### config.mk
export PLATFORM = sky130hd
export DESIGN_NAME = switch_cell_sched_flat
export DESIGN_NICKNAME = d
export VERILOG_FILES = /design/src/rtl/switch_cell_sched_pkg.sv /design/src/rtl/switch_cell_sched_if.sv /design/src/rtl/switch_cell_sched_rr_arb4.sv /design/src/rtl/switch_cell_sched.sv /design/src/flat_wrapper.sv
export SDC_FILE = /design/constraint.sdc
export NUM_CORES = 1
export LEC_CHECK = 0
export CAP_MARGIN = 10
export CORE_UTILIZATION = 55
export CTS_BUF_LIST = sky130_fd_sc_hd__clkbuf_4
export DETAILED_ROUTE_END_ITERATION = 7
export HOLD_SLACK_MARGIN = 0.1
export PLACE_DENSITY = 0.92
export SLEW_MARGIN = 10
export SYNTH_ARGS = -nofsm -noshare
export SYNTH_HDL_FRONTEND = slang
export SYNTH_SLANG_ARGS = --single-unit
export TNS_END_PERCENT = 30
### constraint.sdc
create_clock -name clk -period 5 [get_ports clk]
set_input_delay 1 -clock clk [delete_from_list [all_inputs] [get_ports clk]]
set_output_delay 1 -clock clk [all_outputs]
set_load 0.02 [all_outputs]
### src/rtl/switch_cell_sched_pkg.sv
// Shared constants, state encoding and helpers for the switch cell scheduler.
// Beat-counter width is derived from the cell length so every user agrees on it.
package switch_sched_pkg;

  localparam int NPORT          = 4;
  localparam int CELL_BEATS_DEF = 4;
  localparam int BEAT_W_DEF     = $clog2(CELL_BEATS_DEF);

  typedef enum logic [1:0] {
    ST_IDLE = 2'd0,
    ST_XFER = 2'd1,
    ST_HOLD = 2'd2
  } sched_state_t;

  function automatic int beat_width(input int beats);
    return (beats < 2) ? 1 : $clog2(beats);
  endfunction

  function automatic logic [NPORT-1:0] port_onehot(input logic [1:0] idx);
    logic [NPORT-1:0] v;
    v      = '0;
    v[idx] = 1'b1;
    return v;
  endfunction

endpackage

### src/rtl/switch_cell_sched_if.sv
// Queue-side and port-FIFO-side signals of the cell scheduler.
// master = scheduler, slave = queues / output FIFOs.
interface switch_cell_sched_if;
  import switch_sched_pkg::*;

  logic [NPORT-1:0] q_req;
  logic [NPORT-1:0] q_last;
  logic [NPORT-1:0] o_cell_bp;
  logic [NPORT-1:0] q_rd;
  logic [1:0]       sched_port;
  logic [NPORT-1:0] o_cell_fifo_wr;
  logic             o_cell_first;
  logic             o_cell_last;

  modport master (
    input  q_req, q_last, o_cell_bp,
    output q_rd, sched_port, o_cell_fifo_wr, o_cell_first, o_cell_last
  );

  modport slave (
    output q_req, q_last, o_cell_bp,
    input  q_rd, sched_port, o_cell_fifo_wr, o_cell_first, o_cell_last
  );

endinterface

### src/rtl/switch_cell_sched_rr_arb4.sv
// Combinational 4-way round-robin picker: the first eligible port at or
// after rr_ptr wins, wrapping 3->0.
module rr_arb4 (
  input  logic [3:0] eligible,
  input  logic [1:0] rr_ptr,
  output logic [1:0] winner,
  output logic       any
);

  logic [3:0] rot;
  logic [1:0] offset;

  // rot[gi] is the port gi places after the pointer.
  for (genvar gi = 0; gi < 4; gi++) begin : g_rot
    logic [1:0] idx;
    assign idx     = rr_ptr + 2'(gi);
    assign rot[gi] = eligible[idx];
  end

  always_comb begin
    offset = 2'd0;
    casez (rot)
      4'b???1: offset = 2'd0;
      4'b??10: offset = 2'd1;
      4'b?100: offset = 2'd2;
      4'b1000: offset = 2'd3;
      default: offset = 2'd0;
    endcase
  end

  assign winner = rr_ptr + offset;
  assign any    = |eligible;

endmodule

### src/rtl/switch_cell_sched.sv
// Cell scheduler: grants one queue per frame round-robin and streams its
// cells beat by beat into the matching output-port FIFO.
module switch_cell_sched #(
  parameter int CELL_BEATS = switch_sched_pkg::CELL_BEATS_DEF,
  parameter int NPORT      = switch_sched_pkg::NPORT
) (
  input logic                 clk,
  input logic                 rst,
  switch_cell_sched_if.master bus
);
  import switch_sched_pkg::*;

  localparam int             BW        = beat_width(CELL_BEATS);
  localparam logic [BW-1:0]  LAST_BEAT = BW'(CELL_BEATS - 1);

  sched_state_t     state_reg, state_next;
  logic [1:0]       rr_ptr_reg, rr_ptr_next;
  logic [1:0]       sched_port_reg, sched_port_next;
  logic [BW-1:0]    beat_reg, beat_next, beat_inc;
  logic             cell_is_last_reg, cell_is_last_next;
  logic [NPORT-1:0] q_rd_reg, q_rd_next;
  logic [NPORT-1:0] wr_reg, wr_next;
  logic             first_reg, first_next;
  logic             last_reg, last_next;

  logic [NPORT-1:0] eligible;
  logic [1:0]       winner;
  logic             any;
  logic             start_cell;
  logic [1:0]       start_port;
  logic             start_first;

  assign eligible = bus.q_req & ~bus.o_cell_bp;
  assign beat_inc = beat_reg + 1'b1;

  rr_arb4 u_arb (
    .eligible (eligible),
    .rr_ptr   (rr_ptr_reg),
    .winner   (winner),
    .any      (any)
  );

  always_ff @(posedge clk or posedge rst) begin
    if (rst) begin
      state_reg        <= ST_IDLE;
      rr_ptr_reg       <= 2'd0;
      sched_port_reg   <= 2'd0;
      beat_reg         <= '0;
      cell_is_last_reg <= 1'b0;
      q_rd_reg         <= '0;
      wr_reg           <= '0;
      first_reg        <= 1'b0;
      last_reg         <= 1'b0;
    end else begin
      state_reg        <= state_next;
      rr_ptr_reg       <= rr_ptr_next;
      sched_port_reg   <= sched_port_next;
      beat_reg         <= beat_next;
      cell_is_last_reg <= cell_is_last_next;
      q_rd_reg         <= q_rd_next;
      wr_reg           <= wr_next;
      first_reg        <= first_next;
      last_reg         <= last_next;
    end
  end

  // Registered strobes describe the beat being presented in the coming cycle,
  // so eligibility and q_last are only ever looked at when a cell starts.
  always_comb begin
    state_next        = state_reg;
    rr_ptr_next       = rr_ptr_reg;
    sched_port_next   = sched_port_reg;
    beat_next         = beat_reg;
    cell_is_last_next = cell_is_last_reg;
    q_rd_next         = '0;
    wr_next           = '0;
    first_next        = 1'b0;
    last_next         = 1'b0;
    start_cell        = 1'b0;
    start_port        = sched_port_reg;
    start_first       = 1'b0;

    case (state_reg)
      ST_IDLE: begin
        if (any) begin
          start_cell  = 1'b1;
          start_port  = winner;
          start_first = 1'b1;
        end
      end
      ST_XFER: begin
        if (beat_reg != LAST_BEAT) begin
          beat_next = beat_inc;
          wr_next   = port_onehot(sched_port_reg);
          last_next = (beat_inc == LAST_BEAT) && cell_is_last_reg;
        end else if (cell_is_last_reg) begin
          rr_ptr_next = sched_port_reg + 2'd1;
          beat_next   = '0;
          state_next  = ST_IDLE;
        end else if (eligible[sched_port_reg]) begin
          start_cell = 1'b1;
        end else begin
          beat_next  = '0;
          state_next = ST_HOLD;
        end
      end
      ST_HOLD: begin
        // Mid-frame the grant stays locked; no other port may interleave.
        if (eligible[sched_port_reg]) begin
          start_cell = 1'b1;
        end
      end
      default: begin
        state_next = ST_IDLE;
      end
    endcase

    if (start_cell) begin
      state_next        = ST_XFER;
      sched_port_next   = start_port;
      beat_next         = '0;
      cell_is_last_next = bus.q_last[start_port];
      q_rd_next         = port_onehot(start_port);
      wr_next           = port_onehot(start_port);
      first_next        = start_first;
    end
  end

  assign bus.q_rd           = q_rd_reg;
  assign bus.sched_port     = sched_port_reg;
  assign bus.o_cell_fifo_wr = wr_reg;
  assign bus.o_cell_first   = first_reg;
  assign bus.o_cell_last    = last_reg;

endmodule
### src/flat_wrapper.sv
// flat-port wrapper written by rule: the top's interface ports become plain ports
module switch_cell_sched_flat import switch_sched_pkg::*;
#(
  parameter int CELL_BEATS = switch_sched_pkg::CELL_BEATS_DEF,
  parameter int NPORT      = switch_sched_pkg::NPORT
)
  (clk, rst, bus_q_req, bus_q_last, bus_o_cell_bp, bus_q_rd, bus_sched_port, bus_o_cell_fifo_wr, bus_o_cell_first, bus_o_cell_last);
  switch_cell_sched_if bus_i ();
  input logic clk;
  input logic rst;
  input wire logic [$bits(bus_i.q_req)-1:0] bus_q_req;
  input wire logic [$bits(bus_i.q_last)-1:0] bus_q_last;
  input wire logic [$bits(bus_i.o_cell_bp)-1:0] bus_o_cell_bp;
  output wire logic [$bits(bus_i.q_rd)-1:0] bus_q_rd;
  output wire logic [$bits(bus_i.sched_port)-1:0] bus_sched_port;
  output wire logic [$bits(bus_i.o_cell_fifo_wr)-1:0] bus_o_cell_fifo_wr;
  output wire logic [$bits(bus_i.o_cell_first)-1:0] bus_o_cell_first;
  output wire logic [$bits(bus_i.o_cell_last)-1:0] bus_o_cell_last;
  assign bus_i.q_req = bus_q_req;
  assign bus_i.q_last = bus_q_last;
  assign bus_i.o_cell_bp = bus_o_cell_bp;
  assign bus_q_rd = bus_i.q_rd;
  assign bus_sched_port = bus_i.sched_port;
  assign bus_o_cell_fifo_wr = bus_i.o_cell_fifo_wr;
  assign bus_o_cell_first = bus_i.o_cell_first;
  assign bus_o_cell_last = bus_i.o_cell_last;
  switch_cell_sched #(.CELL_BEATS(CELL_BEATS), .NPORT(NPORT)) u_core (.clk(clk), .rst(rst), .bus(bus_i));
endmodule
==> results.toml <==
[outcome]
outcome = "completed"

[clock_network]
cts-root-buf = "clkbuf_4"
cts_buffers = 3
clockBufferDepth = 2
cts_hold_buf = 0
cts_setup_buffers = 0
postCtsResizedCells = 0
cts_tree = "done"
cts.sinks = 19
clk_latency_ns = 0.30
clk_pin_slew_worst_paths_ns = 0.11
cts_max_level = 1

[yosys]
async_flop_share_pct = 100
syn_nets = 130
ys_seq_elements = 19
syn-cell-area_um2 = 1120
synthCells = 109
yosysSeqAreaShare_pct = 42.3
synth_area_leader_cell = "dfrtp_1"
ys.flop_type = "dfrtp_1"
avgSynthCellArea_um2 = 10.3
synth.area.top_cells = "dfrtp_1 (42%), ha_1 (7.8%), inv_1 (2.7%)"
yosysTopAreaCellShare_pct = 42.3
yosysWarnings = 0
ys_types = 45
synth_edf_count = 0

[grt]
grt_util_met1_pct = 31.6
use_met2_pct = 49.3
grt_overflow = 0
antenna_found_initial = 0
grt_busiest_layer = "met2"
grt_max_degree = 20
grt_pass1_vias = 978
grt_usage_pct = 28.2
grt_pass1_wl_um = 4280
grt_util_met3_pct = 8.85

[critical_path]
critPathKind = "in2reg"
crit_path_max_incr_delay_ns = 0.49
reg2reg_from = "u_core.rr_ptr_reg[0]"
cp.required_ns = 5.23
cp_data_arrival_time_ns = 3.54
crit_chain = "clkdlybuf4s50_1, and2b_4, nor3_1, a311oi_1, o21ai_0, ha_1, xor2_1, nor4_1, or3_4, clkinv_2, nor2_1"
worstSetupEndpointType = "flip-flop"
cp_slowest_cell = "nor4_1"
cp_max_fo = 6
worstSetupStartpoint = "bus_o_cell_bp[0]"
cp-start-kind = "input port"

[floorplanning]
std_cell_rows = 15
die_h_um = 47.2
initial_core_util_pct = 61.8
fp.dieW_um = 47.2
core_area_um2 = 1820
die_area_um2 = 2230
io_pins = 26

[routing]
drtIter0Drc = 30
finalWirelength_um = 2640
drc = 0
postRouteAntennaNets = 0
viasPerCell = 6.07
dr.pass1.iters = 5
vias = 978
wl_per_cell_um = 16.4

[sta]
worst_pin_slew_ns = 0.765
relSlewSlack_pct = 48.6
setup_tns_ns = 0
whs_ns = 0.615
rsz0062_at_grt = "no"
setup_ws_ns = 1.69
maxSlewViolCount = 0
fin_skew_ns = 0.00335
clock.fmax_mhz = 302
period_share_pct = 66.2
min_period_ns = 3.31
finalHoldViolCount = 0
setup_viol = 0

[finish]
finalNonFillerCells = 161
num-nets-final = 158
layout-drive-gt1-share_pct = 14.0
fin_util_pct = 78.4
antenna_cells = 0
syn_to_final_growth_pct = 26.8
fin_area_um2 = 1430
final_common_cell = "clkdlybuf4s50_1"
layout_common_cells = "clkdlybuf4s50_1 (25), dfrtp_1 (19), nand2_1 (8), inv_1 (8)"

[min_path]
hp-start = "u_core.beat_reg[1]"
hp-class = "reg2reg"

[place]
portBuffers = 25
gp_congestion = 0.853
dp_hpwl_um = 2030
placed_cells = 157
place_ws_ns = 1.40
placed_cell_area_um2 = 1400

[pwr]
ir_drop_mv = 0.368
power.density_nw_per_um2 = 562
total_power_uw = 802
leakagePower_nw = 0.633

[run]
cap_violations = 0
cells in the mapped netlist (2+ instances only):
master / number
ha_1: 7
nor2_1: 7
nor2b_1: 2
a211oi_1: 2
o211ai_1: 2
nor4_1: 2
dfrtp_1: 19
nand2_1: 8
o21ai_2: 3
o22ai_1: 2
o21ai_0: 3
a21oi_1: 5
inv_1: 8
clkbuf_1: 2
a211o_1: 2
nand2b_1: 4
nor3_1: 3
kinds of logic after synthesis:
kind of cell             count (synthesis)  share of synthesized area (%)
AO/OA/AOI/OAI                           30                           20.9
XOR/XNOR                                 1                          0.779
adder cells (fa/ha/maj)                  7                           7.79
buffers and inverters                   12                           4.12
flip-flops                              19                           42.3
multiplexers                             4                           5.90
AND/OR/NAND/NOR                         36                           18.2
routing by layer:
layer	wire (um)	share of wire (%)	up-vias
met1	997	38	477
met5	0	0	-
li1	-	-	453
met4	26	0.99	0
met2	1420	54	44
met3	194	7.4	4
layout make-up:
cell class,count,area [um^2]
flip-flops and latches,19,475
clock buffers,3,22.5
inverters,10,38.8
repair buffers,25,250
well taps,25,31.3
multi-input cells,78,603
clock inverters,1,5.00
fillers,111,394
power breakdown:
part / internal, mW / switching (mW)
Combinational: 0.199 / 0.249
Sequential: 0.212 / 0.0636
Clock: 0.0299 / 0.0474
critical path: cells and delay by family:
family          cells  cell delay, ns
compound gates      2            0.41
xor+xnor            1            0.15
simple gates        5            1.29
buf+inv             2            0.50
fa+ha+maj           1            0.19
path summary, 6_finish.rpt:
path                       depth (start not counted)                        to  slack, ns
setup / recovery                                  11        u_core.bus.q_rd[0]       1.69
hold / removal                                     2        u_core.beat_reg[1]       0.61
setup reg to reg                                   9        u_core.bus.q_rd[0]       2.46
hold reg to reg                                    2        u_core.beat_reg[1]       0.61
max in group asynchronous                          2      u_core.rr_ptr_reg[1]       3.47
min in group asynchronous                          2  u_core.bus.sched_port[0]       1.09
Note: power is estimated with default switching activity, not from simulation.
